`src/rtl/usr_pkg.sv`:
```
// Shared definitions for the universal shift register: the 3-bit mode
// encoding and its type.
package usr_pkg;

    typedef logic [2:0] mode_t;

    localparam mode_t MODE_HOLD = 3'b000;
    localparam mode_t MODE_LOAD = 3'b001;
    localparam mode_t MODE_SHL  = 3'b010;
    localparam mode_t MODE_SHR  = 3'b011;
    localparam mode_t MODE_ROTL = 3'b100;
    localparam mode_t MODE_ROTR = 3'b101;
    localparam mode_t MODE_ASHR = 3'b110;
    localparam mode_t MODE_CLR  = 3'b111;

endpackage

```
`src/rtl/usr_next_mux.sv`:
```
// Next-state selector for univ_shift_reg. Purely combinational, so the
// register process in the top stays a plain enable-gated flop.
module usr_next_mux
    import usr_pkg::*;
#(
    parameter int               WIDTH   = 8,
    parameter logic [WIDTH-1:0] RST_VAL = '0
) (
    input  logic [WIDTH-1:0] Q,
    input  logic [WIDTH-1:0] D,
    input  logic             Sin_l,
    input  logic             Sin_r,
    input  mode_t            Mode,
    output logic [WIDTH-1:0] Qnext
);

    // Select the next register contents from the current mode.
    always_comb begin
        Qnext = Q;
        case (Mode)
            MODE_HOLD: Qnext = Q;
            MODE_LOAD: Qnext = D;
            MODE_SHL:  Qnext = {Q[WIDTH-2:0], Sin_l};
            MODE_SHR:  Qnext = {Sin_r, Q[WIDTH-1:1]};
            MODE_ROTL: Qnext = {Q[WIDTH-2:0], Q[WIDTH-1]};
            MODE_ROTR: Qnext = {Q[0], Q[WIDTH-1:1]};
            MODE_ASHR: Qnext = {Q[WIDTH-1], Q[WIDTH-1:1]};
            MODE_CLR:  Qnext = RST_VAL;
            default:   Qnext = Q;
        endcase
    end

endmodule

```
`src/rtl/univ_shift_reg.sv`:
```
// WIDTH-bit universal shift register: hold/load/shift/rotate/arith-shift/
// clear, serial in/out, clock enable and true/complement outputs.
// Define USR_PARITY_EN to add a registered parity output Par that tracks
// the XOR-reduction of Q.
module univ_shift_reg
    import usr_pkg::*;
#(
    parameter int               WIDTH   = 8,
    parameter logic [WIDTH-1:0] RST_VAL = '0
) (
    input  logic             Clk,
    input  logic             Reset_n,
    input  logic             En,
    input  mode_t            Mode,
    input  logic [WIDTH-1:0] D,
    input  logic             Sin_l,
    input  logic             Sin_r,
    output logic [WIDTH-1:0] Q,
    output logic [WIDTH-1:0] Qbar,
    output logic             Sout_l,
    output logic             Sout_r
`ifdef USR_PARITY_EN
   ,output logic             Par
`endif
);

    logic [WIDTH-1:0] qnext;

    usr_next_mux #(
        .WIDTH   (WIDTH),
        .RST_VAL (RST_VAL)
    ) u_next (
        .Q     (Q),
        .D     (D),
        .Sin_l (Sin_l),
        .Sin_r (Sin_r),
        .Mode  (Mode),
        .Qnext (qnext)
    );

    // Main register; reset release is assumed to meet recovery timing.
    always_ff @(posedge Clk or negedge Reset_n) begin
        if (!Reset_n)  Q <= RST_VAL;
        else if (En)   Q <= qnext;
    end

`ifdef USR_PARITY_EN
    // Parity of the value Q takes on this edge, so Par and Q move together.
    always_ff @(posedge Clk or negedge Reset_n) begin
        if (!Reset_n)  Par <= ^RST_VAL;
        else if (En)   Par <= ^qnext;
    end
`endif

    assign Qbar   = ~Q;
    assign Sout_l = Q[WIDTH-1];
    assign Sout_r = Q[0];

endmodule

```
`config.mk`:
```
export PLATFORM = sky130hd
export DESIGN_NAME = univ_shift_reg
export DESIGN_NICKNAME = d
export VERILOG_FILES = /design/src/rtl/usr_pkg.sv /design/src/rtl/usr_next_mux.sv /design/src/rtl/univ_shift_reg.sv
export SDC_FILE = /design/constraint.sdc
export NUM_CORES = 1
export LEC_CHECK = 0
export ABC_AREA = 1
export BUFFER_PORTS_ARGS = -buffer_cell sky130_fd_sc_hd__buf_2
export CAP_MARGIN = 40
export CORE_UTILIZATION = 39
export DETAILED_ROUTE_END_ITERATION = 8
export HOLD_SLACK_MARGIN = 0.1
export PLACE_DENSITY_LB_ADDON = 0.05
export SLEW_MARGIN = 20
export SYNTH_ARGS = -nofsm -noshare
export SYNTH_HDL_FRONTEND = slang
export SYNTH_SLANG_ARGS = --single-unit
```
`constraint.sdc`:
```
create_clock -name Clk -period 0.8 [get_ports Clk]
set_input_delay 0 -clock Clk [delete_from_list [all_inputs] [get_ports Clk]]
set_output_delay 0 -clock Clk [all_outputs]
set_load 0.05 [all_outputs]
```
==> impl_metrics.json <==
{
  "dpl-instance-area_sq_um": 901,
  "grtUsageTotal_pct": 21.7,
  "instances_no_fill": 178,
  "dp_hpwl_um": 1220,
  "post-route-min-period_ns": 0.999,
  "drc": 0,
  "htree_levels": 1,
  "cts_buffer_depth": 2,
  "grt_max_degree": 15,
  "via_count": 855,
  "netSwitchingFraction_pct": 47.6,
  "rsz0062_at_grt": "yes",
  "row_count": 14,
  "relSlewSlack_pct": 79.2,
  "skew_ns": 0.00772,
  "coreArea_sq_mm": 0.00152,
  "holdCritPathClass": "input pin to flop",
  "overflow": 0,
  "ys_ff_latch": 8,
  "max_flop_register": "Q",
  "dieArea_sq_mm": 0.00184,
  "gp_congestion": 0.875,
  "largest_reg_flops": 8,
  "p_comb_share_pct": 62.4,
  "grt_pass1_vias": 717,
  "nFillCells": 106,
  "synthesis.nets": 122,
  "fin_crit_sh_pct": 125,
  "boundaryPins": 34,
  "syn_to_final_growth_pct": 96.0,
  "dp_cells": 162,
  "p_seq_share_pct": 23.6,
  "setup_ws_ns": -0.199,
  "netlist_instances": 106,
  "worst_pin_slew_ns": 0.311,
  "grt_first_pass_wirelength_um": 3100,
  "post_drt_wl_per_cell_um": 11.5,
  "switchingPower_mw": 1.19,
  "setup_viol": 26,
  "fmax_ghz": 1.00,
  "synth_cell_types": 16,
  "yosysWarnings": 0,
  "hold_violations": 0,
  "violations": "setup timing",
  "power_density_mw_per_mm2": 1970,
  "cp.arrival_ns": 1.00,
  "cts_buffers": 3,
  "cts_tree": "done",
  "cap_violations": 0,
  "numClockSinks": 8,
  "ir_drop_mv": 1.57,
  "antenna_found_initial": 0,
  "avgSynthCellArea_sq_um": 6.14,
  "cts_hold_buf": 7,
  "via_per_inst": 4.80,
  "crit_path_end_kind": "output pin",
  "ant_nets": 0,
  "fin_area_sq_mm": 0.00127,
  "antenna_cells": 0,
  "yosysSeqAreaShare_pct": 30.8,
  "crit_required_ns": 0.80,
  "status": "complete, but fails checks",
  "largest_registers": "Q x8",
  "path_max_fanout": 4,
  "worstSetupStartpointType": "flop",
  "cts-root-buf": "clkbuf_4",
  "whs_ns": 0.0651,
  "power.leakage_nw": 0.714,
  "die_h_um": 42.8,
  "wirelength_um": 2050,
  "syn_area_sq_um": 651,
  "internal-power_mw": 1.31,
  "path_class": "flop to output pin",
  "numPortBuffers": 33,
  "layout.nets": 179,
  "finalMaxSlewViolations": 0,
  "die_w_um": 42.8,
  "drt_iter0_drc": 11,
  "path_clk_slew_ns": 0.06,
  "drive_gt1_share_pct": 57.4,
  "clkLatencyLatePin_ns": 0.26,
  "p_clk_share_pct": 13.9,
  "start_util_pct": 42.7,
  "power_mw": 2.51,
  "drtPass1Iterations": 4
}
[routing by layer]
metal	track usage, %	wire [um]	up-vias
met1	29.7	873	382
met3	6.38	131	0
li1	-	-	437
met2	35.2	1040	36
met4	1.88	0	0
met5	0	0	-
[logic make-up after synthesis]
family / synth area share (%)
buffers and inverters: 16.7
DFF: 30.8
AOI/OAI and AO/OA: 9.81
and+or+nand+nor: 42.7
[layout by cell type, fill, tap and decap left out, types with 3 or more instances in the layout]
cell type,instances
dlygate4sd3_1,7
nand2_2,10
buf_8,9
o21ai_1,4
nand3_2,8
nand3_1,5
inv_1,9
nor2_1,4
buf_2,15
o21ai_0,4
buf_6,14
buf_4,11
nand2_1,32
dfrtp_2,7
clkbuf_4,3
inv_2,7
[synth_stat cells]
master    count  area share (%)
a21boi_4      1             2.9
a21oi_1       1            0.77
buf_4         2             2.3
buf_6         2             3.5
dfrtp_1       8              31
inv_1        17             9.8
inv_2         2             1.2
nand2_1      43              25
nand2_2       1            0.96
nand3_1      12             9.2
nand3_2       1             1.5
nand4_1       2             1.9
nor2_1        4             2.3
nor2_2        2             1.9
o21ai_0       5             3.8
o21ai_1       3             2.3
[stage by stage]
stage	util, %	setup slack (ns)	TNS (ns)
6_report	83.7	-0.199	-3.04
3_3_place_gp	59.1	-0.185	-1.35
3_5_place_dp	59.1	-0.204	-1.46
5_1_grt	83.7	-0.233	-3.79
2_1_floorplan	-	-0.479	-2.36
4_1_cts	78.2	-0.188	-2.69
[timing repair]
action | CTS | global route
gates resized for setup | 54 | 24
endpoints found under the hold margin | 16 | 1
setup buffers | 5 | 0
endpoints found under the setup margin | 20 | 26
pin swaps | 1 | 9
[area by class of cell]
| type | count | area, sq um | area share [%] |
|---|---|---|---|
| multi-input cells | 75 | 418 | 32.8 |
| repair buffers | 56 | 520 | 40.8 |
| inverters | 19 | 81.3 | 6.38 |
| well taps | 16 | 20.0 | 1.57 |
| clock buffers | 4 | 26.3 | 2.06 |
| flip-flops and latches | 8 | 209 | 16.4 |
[worst max-delay path, cell delays in order, from the launching register on]
cell     delay [ns]
dfrtp_1        0.42
buf_6          0.15
buf_4          0.18
[worst paths after layout]
path                               from     end  slack [ns]  cells after the start
worst max-delay path               Q[0]  Sout_r       -0.20                      2
worst min-delay path               D[4]    Q[4]        0.07                      5
worst max register to register     Q[2]    Q[1]       -0.12                      5
worst min register to register     Q[2]    Q[2]        0.57                      2
max in group asynchronous       Reset_n    Q[3]        0.48                      2
min in group asynchronous       Reset_n    Q[7]        0.12                      2
[power groups by stage]
stage                     Combinational, mW  Clock (mW)  Sequential, mW
after floorplan                       0.573           0           0.806
after global routing                   1.64       0.378           0.602
after global placement                 1.07           0           0.575
after CTS                              1.47       0.351           0.578
final                                  1.57       0.350           0.593
after detailed placement               1.07           0           0.576
(Power assumes the default switching activity.)
